File: src/rtl/fetch_controller_pkg.sv
// Shared definitions for the instruction fetch path: FSM state encoding and
// word-alignment helpers used by both the controller and its PC unit.
package fetch_controller_pkg;

    typedef enum logic [1:0] {
        StIdle  = 2'd0,
        StRun   = 2'd1,
        StHalt  = 2'd2,
        StFault = 2'd3
    } fetch_state_e;

    // Byte-address bits below the 32-bit word boundary.
    localparam int unsigned WordAlignBits = 2;

    function automatic logic is_word_aligned(input logic [WordAlignBits-1:0] low_bits);
        return low_bits == '0;
    endfunction

endpackage

File: src/rtl/fetch_controller_pc_unit.sv
// Program counter register with +4 incrementer and a fetch-legality check
// (word alignment and program memory bounds) on the current PC.
module fetch_controller_pc_unit
    import fetch_controller_pkg::*;
#(
    parameter int unsigned           MEMORY_DEPTH = 64,
    parameter int unsigned           DATA_WIDTH   = 32,
    parameter logic [DATA_WIDTH-1:0] RESET_PC     = '0
) (
    input  logic                  clk_i,
    input  logic                  reset_ni,
    input  logic                  load_i,
    input  logic [DATA_WIDTH-1:0] target_i,
    input  logic                  advance_i,
    output logic [DATA_WIDTH-1:0] pc_o,
    output logic                  fetch_ok_o
);

    localparam logic [DATA_WIDTH-1:0] PcStep   = DATA_WIDTH'(1 << WordAlignBits);
    localparam logic [DATA_WIDTH-1:0] WordsMax = DATA_WIDTH'(MEMORY_DEPTH);

    logic [DATA_WIDTH-1:0] pc_q, pc_d;

    always_comb begin
        pc_d = pc_q;
        if (load_i) begin
            pc_d = target_i;
        end else if (advance_i) begin
            pc_d = pc_q + PcStep;
        end
    end

    always_ff @(posedge clk_i or negedge reset_ni) begin
        if (!reset_ni) begin
            pc_q <= RESET_PC;
        end else begin
            pc_q <= pc_d;
        end
    end

    // Checked before any use of the incremented value, so a wrap never fetches.
    assign fetch_ok_o = is_word_aligned(pc_q[WordAlignBits-1:0])
                        && ((pc_q >> WordAlignBits) < WordsMax);
    assign pc_o       = pc_q;

endmodule

File: src/rtl/fetch_controller.sv
// Instruction fetch controller: IDLE/RUN/HALT/FAULT FSM and a single-entry
// instruction register with a valid/ready handshake toward decode.
module fetch_controller
    import fetch_controller_pkg::*;
#(
    parameter int unsigned           MEMORY_DEPTH = 64,
    parameter int unsigned           DATA_WIDTH   = 32,
    parameter logic [DATA_WIDTH-1:0] RESET_PC     = '0
) (
    input  logic                  clk_i,
    input  logic                  reset_ni,
    input  logic                  enable_i,
    input  logic                  redirect_valid_i,
    input  logic [DATA_WIDTH-1:0] redirect_target_i,
    input  logic                  halt_req_i,
    output logic [DATA_WIDTH-1:0] pm_address_o,
    input  logic [DATA_WIDTH-1:0] pm_instruction_i,
    output logic                  instr_valid_o,
    input  logic                  instr_ready_i,
    output logic [DATA_WIDTH-1:0] instr_o,
    output logic [DATA_WIDTH-1:0] instr_pc_o,
    output logic                  fault_o,
    output logic [1:0]            state_o
);

    fetch_state_e          state_q, state_d;
    logic [DATA_WIDTH-1:0] instr_q, instr_d;
    logic [DATA_WIDTH-1:0] instr_pc_q, instr_pc_d;
    logic                  valid_q, valid_d;
    logic                  fault_q, fault_d;
    logic [DATA_WIDTH-1:0] pc;
    logic                  fetch_ok;
    logic                  pc_load;
    logic                  pc_advance;

    fetch_controller_pc_unit #(
        .MEMORY_DEPTH (MEMORY_DEPTH),
        .DATA_WIDTH   (DATA_WIDTH),
        .RESET_PC     (RESET_PC)
    ) u_pc_unit (
        .clk_i      (clk_i),
        .reset_ni   (reset_ni),
        .load_i     (pc_load),
        .target_i   (redirect_target_i),
        .advance_i  (pc_advance),
        .pc_o       (pc),
        .fetch_ok_o (fetch_ok)
    );

    always_comb begin
        state_d    = state_q;
        instr_d    = instr_q;
        instr_pc_d = instr_pc_q;
        valid_d    = valid_q;
        fault_d    = fault_q;
        pc_load    = 1'b0;
        pc_advance = 1'b0;

        unique case (state_q)
            StIdle: begin
                if (enable_i) begin
                    state_d = StRun;
                end
            end
            StRun, StHalt: begin
                if (redirect_valid_i) begin
                    // Redirect flushes the held word and beats halt or a fetch.
                    valid_d = 1'b0;
                    if (is_word_aligned(redirect_target_i[WordAlignBits-1:0])) begin
                        pc_load = 1'b1;
                        state_d = StRun;
                    end else begin
                        state_d = StFault;
                        fault_d = 1'b1;
                    end
                end else begin
                    if (valid_q && instr_ready_i) begin
                        valid_d = 1'b0;
                    end
                    if (state_q == StRun) begin
                        if (halt_req_i) begin
                            state_d = StHalt;
                        end else if (!valid_q || instr_ready_i) begin
                            if (fetch_ok) begin
                                instr_d    = pm_instruction_i;
                                instr_pc_d = pc;
                                valid_d    = 1'b1;
                                pc_advance = 1'b1;
                            end else begin
                                state_d = StFault;
                                fault_d = 1'b1;
                                valid_d = 1'b0;
                            end
                        end
                    end
                end
            end
            StFault: begin
                valid_d = 1'b0;
            end
        endcase
    end

    always_ff @(posedge clk_i or negedge reset_ni) begin
        if (!reset_ni) begin
            state_q    <= StIdle;
            instr_q    <= '0;
            instr_pc_q <= '0;
            valid_q    <= 1'b0;
            fault_q    <= 1'b0;
        end else begin
            state_q    <= state_d;
            instr_q    <= instr_d;
            instr_pc_q <= instr_pc_d;
            valid_q    <= valid_d;
            fault_q    <= fault_d;
        end
    end

    assign pm_address_o  = pc;
    assign instr_valid_o = valid_q;
    assign instr_o       = instr_q;
    assign instr_pc_o    = instr_pc_q;
    assign fault_o       = fault_q;
    assign state_o       = state_q;

endmodule

File: config.mk
export PLATFORM = sky130hd
export DESIGN_NAME = fetch_controller
export DESIGN_NICKNAME = d
export VERILOG_FILES = /design/src/rtl/fetch_controller_pkg.sv /design/src/rtl/fetch_controller_pc_unit.sv /design/src/rtl/fetch_controller.sv
export SDC_FILE = /design/constraint.sdc
export NUM_CORES = 1
export LEC_CHECK = 0
export BUFFER_PORTS_ARGS = -buffer_cell sky130_fd_sc_hd__buf_2
export CORE_ASPECT_RATIO = 0.9
export CORE_MARGIN = 1.5
export CORE_UTILIZATION = 40
export CTS_CLUSTER_DIAMETER = 30
export DETAILED_ROUTE_END_ITERATION = 6
export MAX_ROUTING_LAYER = met4
export PLACE_DENSITY = 0.69
export RECOVER_POWER = 50
export SYNTH_ARGS = -nofsm -noshare
export SYNTH_HDL_FRONTEND = slang
export SYNTH_SLANG_ARGS = --single-unit
File: constraint.sdc
create_clock -name clk_i -period 1.95 [get_ports clk_i]
set_input_delay 0.195 -clock clk_i [delete_from_list [all_inputs] [get_ports clk_i]]
set_output_delay 0.195 -clock clk_i [all_outputs]
set_load 0.01 [all_outputs]
* After elaboration in Yosys (flattened, before gate mapping)
Index checks and enable logic that the tools add are counted.
** Word-level totals
- Flip-flop bits (word level) :: 100
- Input port bits :: 70
- Output and inout bits :: 100
** Cells by class
- Add/subtract/negate cells :: 1
- Order comparisons :: 1
- Equal/unequal tests :: 10
- Multiplexer cells :: 31
- Bitwise gates (word level) :: 2
- Reductions and logical operators :: 16
** Operator list (number)
- 2-to-1 mux 32 bit :: 2
- adder 32 x 3 -> 32 bit, second input constant :: 1
- < comparator 30 x 7 -> 1 bit, second input constant :: 1
- 2-to-1 mux 1 bit :: 20
- 2-to-1 mux 2 bit :: 7
- AND reduction 6 bit :: 2
- nonzero test 2 bit :: 5
- != test 2 bit, second input constant :: 4
- != test 4 bit, second input constant :: 2
- zero test 2 bit :: 3
- AND reduction 5 bit :: 1
- == test 2 bit, second input constant :: 2
- one-hot mux 2 bit (2 select lines) :: 1
- != test 3 bit, second input constant :: 1
- == test 2 x 1 -> 1 bit, second input constant :: 1
- logical AND 1 bit :: 2
- NOT 1 bit :: 2
- one-hot mux 1 bit (2 select lines) :: 1
- OR reduction 2 bit :: 1
- zero test 1 bit :: 1
- logical OR 1 bit :: 1

* Logic depth before layout (Yosys ltp)
Gate-level depths: netlist of the first run.
- Depth in word-level cells :: 10
- Depth in mapped cells :: 9
- Gate-level depth less buffers :: 7

* Cells and area by module
A second synthesis of the first run with hierarchy kept.
** Unflattened totals
- Cells, all modules :: 388
- Area total of the unflattened synthesis :: 4794.6 um2
** By module, submodules not included
- fetch_controller :: instances 1, cells each 169, area an instance 2874.0 um2
- fetch_controller_pc_unit :: instances 1, cells each 219, area an instance 1920.6 um2

* Worst setup path after synthesis of the first run
Ideal clock, no wire load.
- Path kind :: reg2reg
- From :: reg state_q[1], in the netlist state_o[1]
- To :: reg instr_q[0], in the netlist instr_o[0]
- Data arrival time :: 1.853 ns
- Required time :: 1.825 ns
- Setup slack :: -0.028 ns
- Stages on the path, launching flop included :: 8
- Clock period less this slack :: 1.978 ns
- Path through :: dfrtp_1 -> inv_1 -> ha_1 -> nor3b_1 -> nand3_1 -> nor3_4 -> buf_2 -> mux2_2
** On the way
- Word-level cells in the longest chain between the ends :: 3
- Elaborated cells between the ends (all ways) :: 4
** RTL lines
- start, declared :: line fetch_controller.sv:26 : fetch_state_e state_q, state_d;
- start signal, assigned :: line fetch_controller.sv:106 : state_q <= StIdle;
- start signal, assigned :: line fetch_controller.sv:112 : state_q <= state_d;
- == test 2 x 1 -> 1 bit or == test 2 bit (tied branches) :: line fetch_controller.sv:59, fetch_controller.sv:80
- OR reduction 2 bit :: line fetch_controller.sv:59 : unique case (state_q)
- AND reduction 6 bit (no source line) (*)
- end signal, assigned :: line fetch_controller.sv:113 : instr_q <= instr_d;
- end, declared :: line fetch_controller.sv:27 : logic [DATA_WIDTH-1:0] instr_q, instr_d;
Every way passes the cells marked *; elsewhere a longest branch is shown, timed or not.
A chain may end at the register's enable or synchronous reset.

* Worst setup path after layout of the first run
- From :: reg u_pc_unit.pc_q[18], in the netlist u_pc_unit.pc_o[18]
- To :: reg instr_q[30], in the netlist instr_o[30]
** On the way
- Word-level cells in the longest chain between the ends :: 3
** RTL lines
- start, declared :: line fetch_controller_pc_unit.sv:22 : logic [DATA_WIDTH-1:0] pc_q, pc_d;
- start signal, assigned :: line fetch_controller_pc_unit.sv:37 : pc_q <= pc_d;
- < comparator 30 x 7 -> 1 bit :: line fetch_controller_pc_unit.sv:43 : && ((pc_q >> WordAlignBits) < WordsMax);
- logical AND 1 bit :: line fetch_controller_pc_unit.sv:43
- AND reduction 6 bit (no source line)
Every way passes these cells.

==> run metrics, run 1 <==
Antenna diodes=0; Least-Margin Pin Slew=around 860 ps; Die Width=107 um; total gr overflow=0; critical path peak fanout=19; initial antenna violation count=0; CTS Buf Count=9; drt pass-1 iters=4; CTS root buf=clkbuf_8; WP data required=2200 ps; largest net degree at the start of global routing=48; final instance area=roughly 5600 um^2; adder-cell share of the synthesized area=approximately 1.6%; fraction of synthesized area in multiplexers=11.7%; area of placed instances=roughly 5000 um^2; fin. max-slew vios=0; Tot GR Track Use=just under 20%; Worst-path clk slew=roughly 100 ps; core area=approximately 9600 um^2; starting density of the core=between 40% and 50%; HPWL Detailed=6.80 mm; unrepaired setup endpoints after global routing=yes; Final period util=104%; global-route wire length before repair=around 15 mm; CTS sink cnt=100; share of layout cells above drive strength 1=48.6%; Reg area=between 2000 and 3000 um^2; H-tree depth=3; Avg Cell Area, Syn=12.0 um^2; Max-cap violations=0; First DRT Iteration DRCs=91; Area Overhead vs Synth=42.5%; YS warnings=0; Routed WL=between 9 and 10 mm; HP Class=in2reg; vias per cell=around 4.8; Top Metal Used=met4; Layout fillers=842; Fin Clk Skew=between 9 and 10 ps; Setup crit start kind=flop; Synthesized Nets=400; Post-synth EDFFs=0; antenna-violating nets left=0; Multi-input gate area=roughly 1500 um^2; total power=slightly below 6000 uW; Detail Route met3 WL=between 400 and 500 um; most common flop cell mapped by yosys=dfrtp_1; outcome=finished, violations left; Netlist cell types=34; met1 wire length=4.29 mm; final setup vio count=33; maximum vdd drop=about 0.00041 V; Hold Vio Cnt, Final=0; Seq/Total Area, Yosys=a little under two thirds; Syn Inst Count=between 300 and 400; synthesized area=around 3900 um^2; Leakage=roughly 0.0031 uW; DR WL/cell=~15 um; Async SR Flop Fraction=100%; post-layout minimum cycle time=approximately 2000 ps; vias in the first global route=about 3200; die span in y=96.8 um; Clock Latency Late Sink=approximately 360 ps; worst path arrival time=2280 ps; die area=around 10000 um^2; Crit Path Class=reg2reg; f_max=about 0.5 GHz; Worst Setup Slack, final=-73.9 ps; nets=607; largest family of logic cells by synthesized area=simple AND/OR/NAND/NOR gates; Longest Clk Path Bufs=2; Simple-Gate Fraction of Synth Area=16.8%; xor/xnor share of the synthesized area=0%; Residual DRC=0; count of buffers from port buffering=approximately 170; Slew HR=between 40% and 50%; Top Ports=170; Worst Setup End Kind=flop; # rows=34; post-synthesis compound-gate area fraction=around 4.0%; DR WL met2=4.91 mm; TritonCTS clock tree=yes; failing checks=setup timing; via count=about 3200; Pwr Density=between 1000 and 1500 nW/um^2; number of synthesized register bits=100; Final GP Congestion=approximately 0.9
worst max-delay path, stage by stage (launching register included):
cell and delay, ps:
dfrtp_1 400, nor4_2 310, nand4_1 210, nor3_4 310, buf_4 170, buf_12 160
mux2_2 360
power breakdown:
part	internal [uW]	switching (uW)
Clock	525	769
Combinational	885	882
Sequential	2420	340
what timing repair did:
item | in CTS | in global routing
hold buffers | 1 | 0
endpoints found under the setup margin | 48 | 96
pin swaps | 2 | 5
resized for setup | 12 | 28
setup buffers | 7 | 3
cloned | 1 | 2
endpoints found under the hold margin | 32 | 0
flip-flops by register name, summed over array words and instances (netlist names):
signal          flops
instr_o            32
instr_pc_o         32
u_pc_unit.pc_o     32
state_o             2
fault_o             1
instr_valid_o       1
synthesized netlist by cell type (4+ instances only):
| cell type | n | area share, % |
|---|---|---|
| dfrtp_1 | 100 | 64 |
| nand2_1 | 76 | 7.3 |
| mux2_2 | 38 | 11 |
| nor2b_1 | 26 | 4.2 |
| nor2_1 | 13 | 1.2 |
| clkbuf_1 | 6 | 0.58 |
| nor4_1 | 6 | 0.96 |
| buf_2 | 5 | 0.64 |
| ha_1 | 5 | 1.6 |
| nand3_1 | 5 | 0.64 |
| a211oi_1 | 4 | 0.77 |
| inv_1 | 4 | 0.38 |
path summary, 6_finish.rpt:
path	startpoint	to	slack, ps	cells after the start
worst max-delay path	u_pc_unit.pc_o[18]	instr_o[30]	-70	6
worst min-delay path	redirect_target_i[27]	u_pc_unit.pc_o[27]	20	3
worst max register to register	u_pc_unit.pc_o[18]	instr_o[30]	-70	6
worst min register to register	fault_o	fault_o	480	1
max in group asynchronous	reset_ni	instr_o[3]	270	3
min in group asynchronous	reset_ni	instr_pc_o[25]	460	2
layout make-up:
class	instances	area share, %
Sequential cell	100	44.9
Multi-Input combinational cell	207	26.3
Timing Repair Buffer	210	22.3
Tap cell	126	2.83
Clock buffer	10	2.47
Clock inverter	6	0.987
Inverter	4	0.269
logic make-up (layout without fill, tap and decap cells):
group / count (synthesis) / after routing
AOI/OAI and AO/OA: 21 / 21
buffers and inverters: 18 / 230
DFF: 100 / 100
adders and majority gates: 5 / 5
and+or+nand+nor: 140 / 140
muxes: 41 / 41
metrics by stage:
stage	setup TNS (ps)	hold WS (ps)	worst slack, ps	util (%)	cells
floorplan	-896	-101	-28.1	-	325
global placement	-2450	176	-72.0	53.1	633
detailed placement	-3820	184	-124	53.1	633
CTS	-1630	1.92	-80.2	56.6	658
global route	-6840	7.17	-180	58.3	663
finish	-1270	19.9	-73.9	58.3	663
routing by layer:
layer / global-route usage [%] / vias to the layer above
met5: - / -
met1: 24.8 / 1542
li1: - / 1505
met3: 4.38 / 17
met2: 30.8 / 92
met4: 7.08 / 0
cell usage in the layout, fill, tap and decap left out, drive strengths merged, types with 2 or more instances in the layout:
| cell | netlist | routed |
|---|---|---|
| mux2 | 38 | 38 |
| nor4 | 6 | 6 |
| clkinv | 0 | 3 |
| and2 | 2 | 2 |
| nand3 | 5 | 5 |
| mux2i | 3 | 3 |
| nor3b | 2 | 2 |
| ha | 5 | 5 |
| inv | 4 | 7 |
| buf | 8 | 186 |
| a21o | 2 | 2 |
| o21ai | 3 | 3 |
| nor3 | 4 | 4 |
| clkbuf | 6 | 33 |
| nand2b | 2 | 2 |
| and3 | 3 | 3 |
| a211oi | 4 | 4 |
| nand2 | 76 | 76 |
| dfrtp | 100 | 100 |
| nor2b | 26 | 26 |
| a21oi | 3 | 3 |
| nor2 | 13 | 13 |
No activity file was read; power rests on OpenSTA's default activity.
==> run 2: changes to the inputs <==
--- a/config.mk
+++ b/config.mk
@@ -5,14 +5,14 @@
 export SDC_FILE = /design/constraint.sdc
 export NUM_CORES = 1
 export LEC_CHECK = 0
-export BUFFER_PORTS_ARGS = -buffer_cell sky130_fd_sc_hd__buf_2
 export CORE_ASPECT_RATIO = 0.9
 export CORE_MARGIN = 1.5
 export CORE_UTILIZATION = 40
 export CTS_CLUSTER_DIAMETER = 30
 export DETAILED_ROUTE_END_ITERATION = 6
+export DONT_BUFFER_PORTS = 1
 export MAX_ROUTING_LAYER = met4
-export PLACE_DENSITY = 0.69
+export PLACE_DENSITY = 0.53
 export RECOVER_POWER = 50
 export SYNTH_ARGS = -nofsm -noshare
 export SYNTH_HDL_FRONTEND = slang
==> run metrics, run 2 (synthesis gave the netlist of run 1 again) <==
drt pass-1 iters=4; unrepaired setup endpoints after global routing=yes; Final period util=106%; Pwr Density=~1000 nW/um^2; CTS Buf Count=9; Least-Margin Pin Slew=about 370 ps; Antenna diodes=0; Area Overhead vs Synth=44.8%; Max-cap violations=0; R2R depth=8; Crit Path Class=reg2reg; core area=between 9000 and 10000 um^2; area of placed instances=4360 um^2; final instance area=about 5700 um^2; initial antenna violation count=0; die span in y=around 97 um; Setup crit start kind=flop; WP data required=2200 ps; # rows=34; f_max=around 0.5 GHz; count of buffers from port buffering=0; HPWL Detailed=a little under 6 mm; worst path arrival time=approximately 2300 ps; Clock Latency Late Sink=360 ps; slowest stage cell, crit path=dfrtp_1; Hold Vio Cnt, Final=100; CTS sink cnt=100; DR WL/cell=17.6 um; commonest non-fill, non-tap cell in the layout=dfrtp_1; antenna-violating nets left=0; Worst Setup Slack, final=-108 ps; First DRT Iteration DRCs=between 60 and 70; max incr delay on CP=roughly 400 ps; Fin Clk Skew=13.5 ps; share of layout cells above drive strength 1=30.5%; Worst Setup End Kind=flop; Tot GR Track Use=about a fifth; Slew HR=approximately three quarters; total gr overflow=0; TritonCTS clock tree=yes; outcome=finished, violations left; total power=5790 uW; Worst-path clk slew=around 110 ps; via count=between 2000 and 3000; Critical R2R Capture=instr_o[5]; largest net degree at the start of global routing=101; final setup vio count=between 50 and 60; critical path peak fanout=8; H-tree depth=3; Reg2Reg Setup Slack=-110 ps; vias in the first global route=approximately 3000; die area=just over 10000 um^2; nets=between 500 and 600; Layout Utilization=between 50 and 60%; vias per cell=a little under 5; starting density of the core=between 40% and 50%; global-route wire length before repair=~15 mm; Leakage=0.00278 uW; hold slack=-484 ps; Residual DRC=0; Die Width=107 um; Longest Clk Path Bufs=2; Top Ports=170; HP Class=in2async; maximum vdd drop=slightly above 0.0006 V; failing checks=hold timing, setup timing; cell chain of the critical path=nor4_2, buf_4, nand4_1, nor3_4, buf_12, buf_12, buf_16, mux2_4; post-layout minimum cycle time=slightly above 2000 ps; CP dominant cell by count=buf_12; Final GP Congestion=0.792; Routed WL=10.0 mm; most frequent cells in the layout=100 x dfrtp_1, 76 x nand2_1, 59 x dlygate4sd3_1, 38 x buf_4, 26 x mux2_4; fin. max-slew vios=0; Layout fillers=roughly 800; CTS root buf=clkbuf_8; reg-to-reg critical path startpoint=u_pc_unit.pc_o[17]; Crit path max-delay family=simple AND/OR/NAND/NOR gates; Worst Path Buf+Inv=4
run 2: area by class of cell:
class	count	area, um^2	area share [%]
tap	126	158	2.78
multi-input combinational	207	1590	28.0
clock inverter	6	56.3	0.994
timing repair buffer	115	1210	21.3
sequential	100	2500	44.2
clock buffer	10	138	2.43
inverter	4	15.0	0.265
run 2: stage by stage:
stage / setup slack, ps / std cells / TNS [ps]
after detailed placement: -218 / 477 / -10640
after floorplan: -28.1 / 325 / -896
after global placement: -186 / 477 / -9530
final: -108 / 568 / -3880
after global routing: -200 / 568 / -10210
after CTS: -100 / 555 / -2470
run 2: timing repair:
item | in CTS | in global routing
pin swaps | 5 | 12
setup endpoints to repair | 69 | 94
buffers inserted | 3 | 9
gates cloned | 1 | 4
hold endpoints to repair | 159 | 101
hold buffers | 58 | 1
resized for setup | 22 | 49
run 2: how the worst max path moves through the flow:
stage                                  start                 to  slack, ps  cells after the start
after floorplan                   state_o[1]         instr_o[0]        -30                      7
after global placement    u_pc_unit.pc_o[17]        instr_o[11]       -190                      6
after detailed placement  u_pc_unit.pc_o[17]         instr_o[6]       -220                      6
after CTS                 u_pc_unit.pc_o[30]  u_pc_unit.pc_o[7]       -100                      8
after global routing      u_pc_unit.pc_o[17]      instr_pc_o[6]       -200                      8
final                     u_pc_unit.pc_o[17]         instr_o[5]       -110                      8
run 2: metal layers:
layer / vias up / global-route usage, % / part of all wire (%)
li1: 1305 / - / -
met1: 1394 / 24.0 / 43
met2: 98 / 31.3 / 49
met3: 19 / 6.00 / 5.4
met4: 0 / 5.54 / 2.1
met5: - / - / 0
run 2: report_power, final:
part           internal (uW)  leakage [uW]  switching (uW)
Combinational            893       0.00136             810
Sequential              2420       0.00132             384
Clock                    524     0.0000965             761
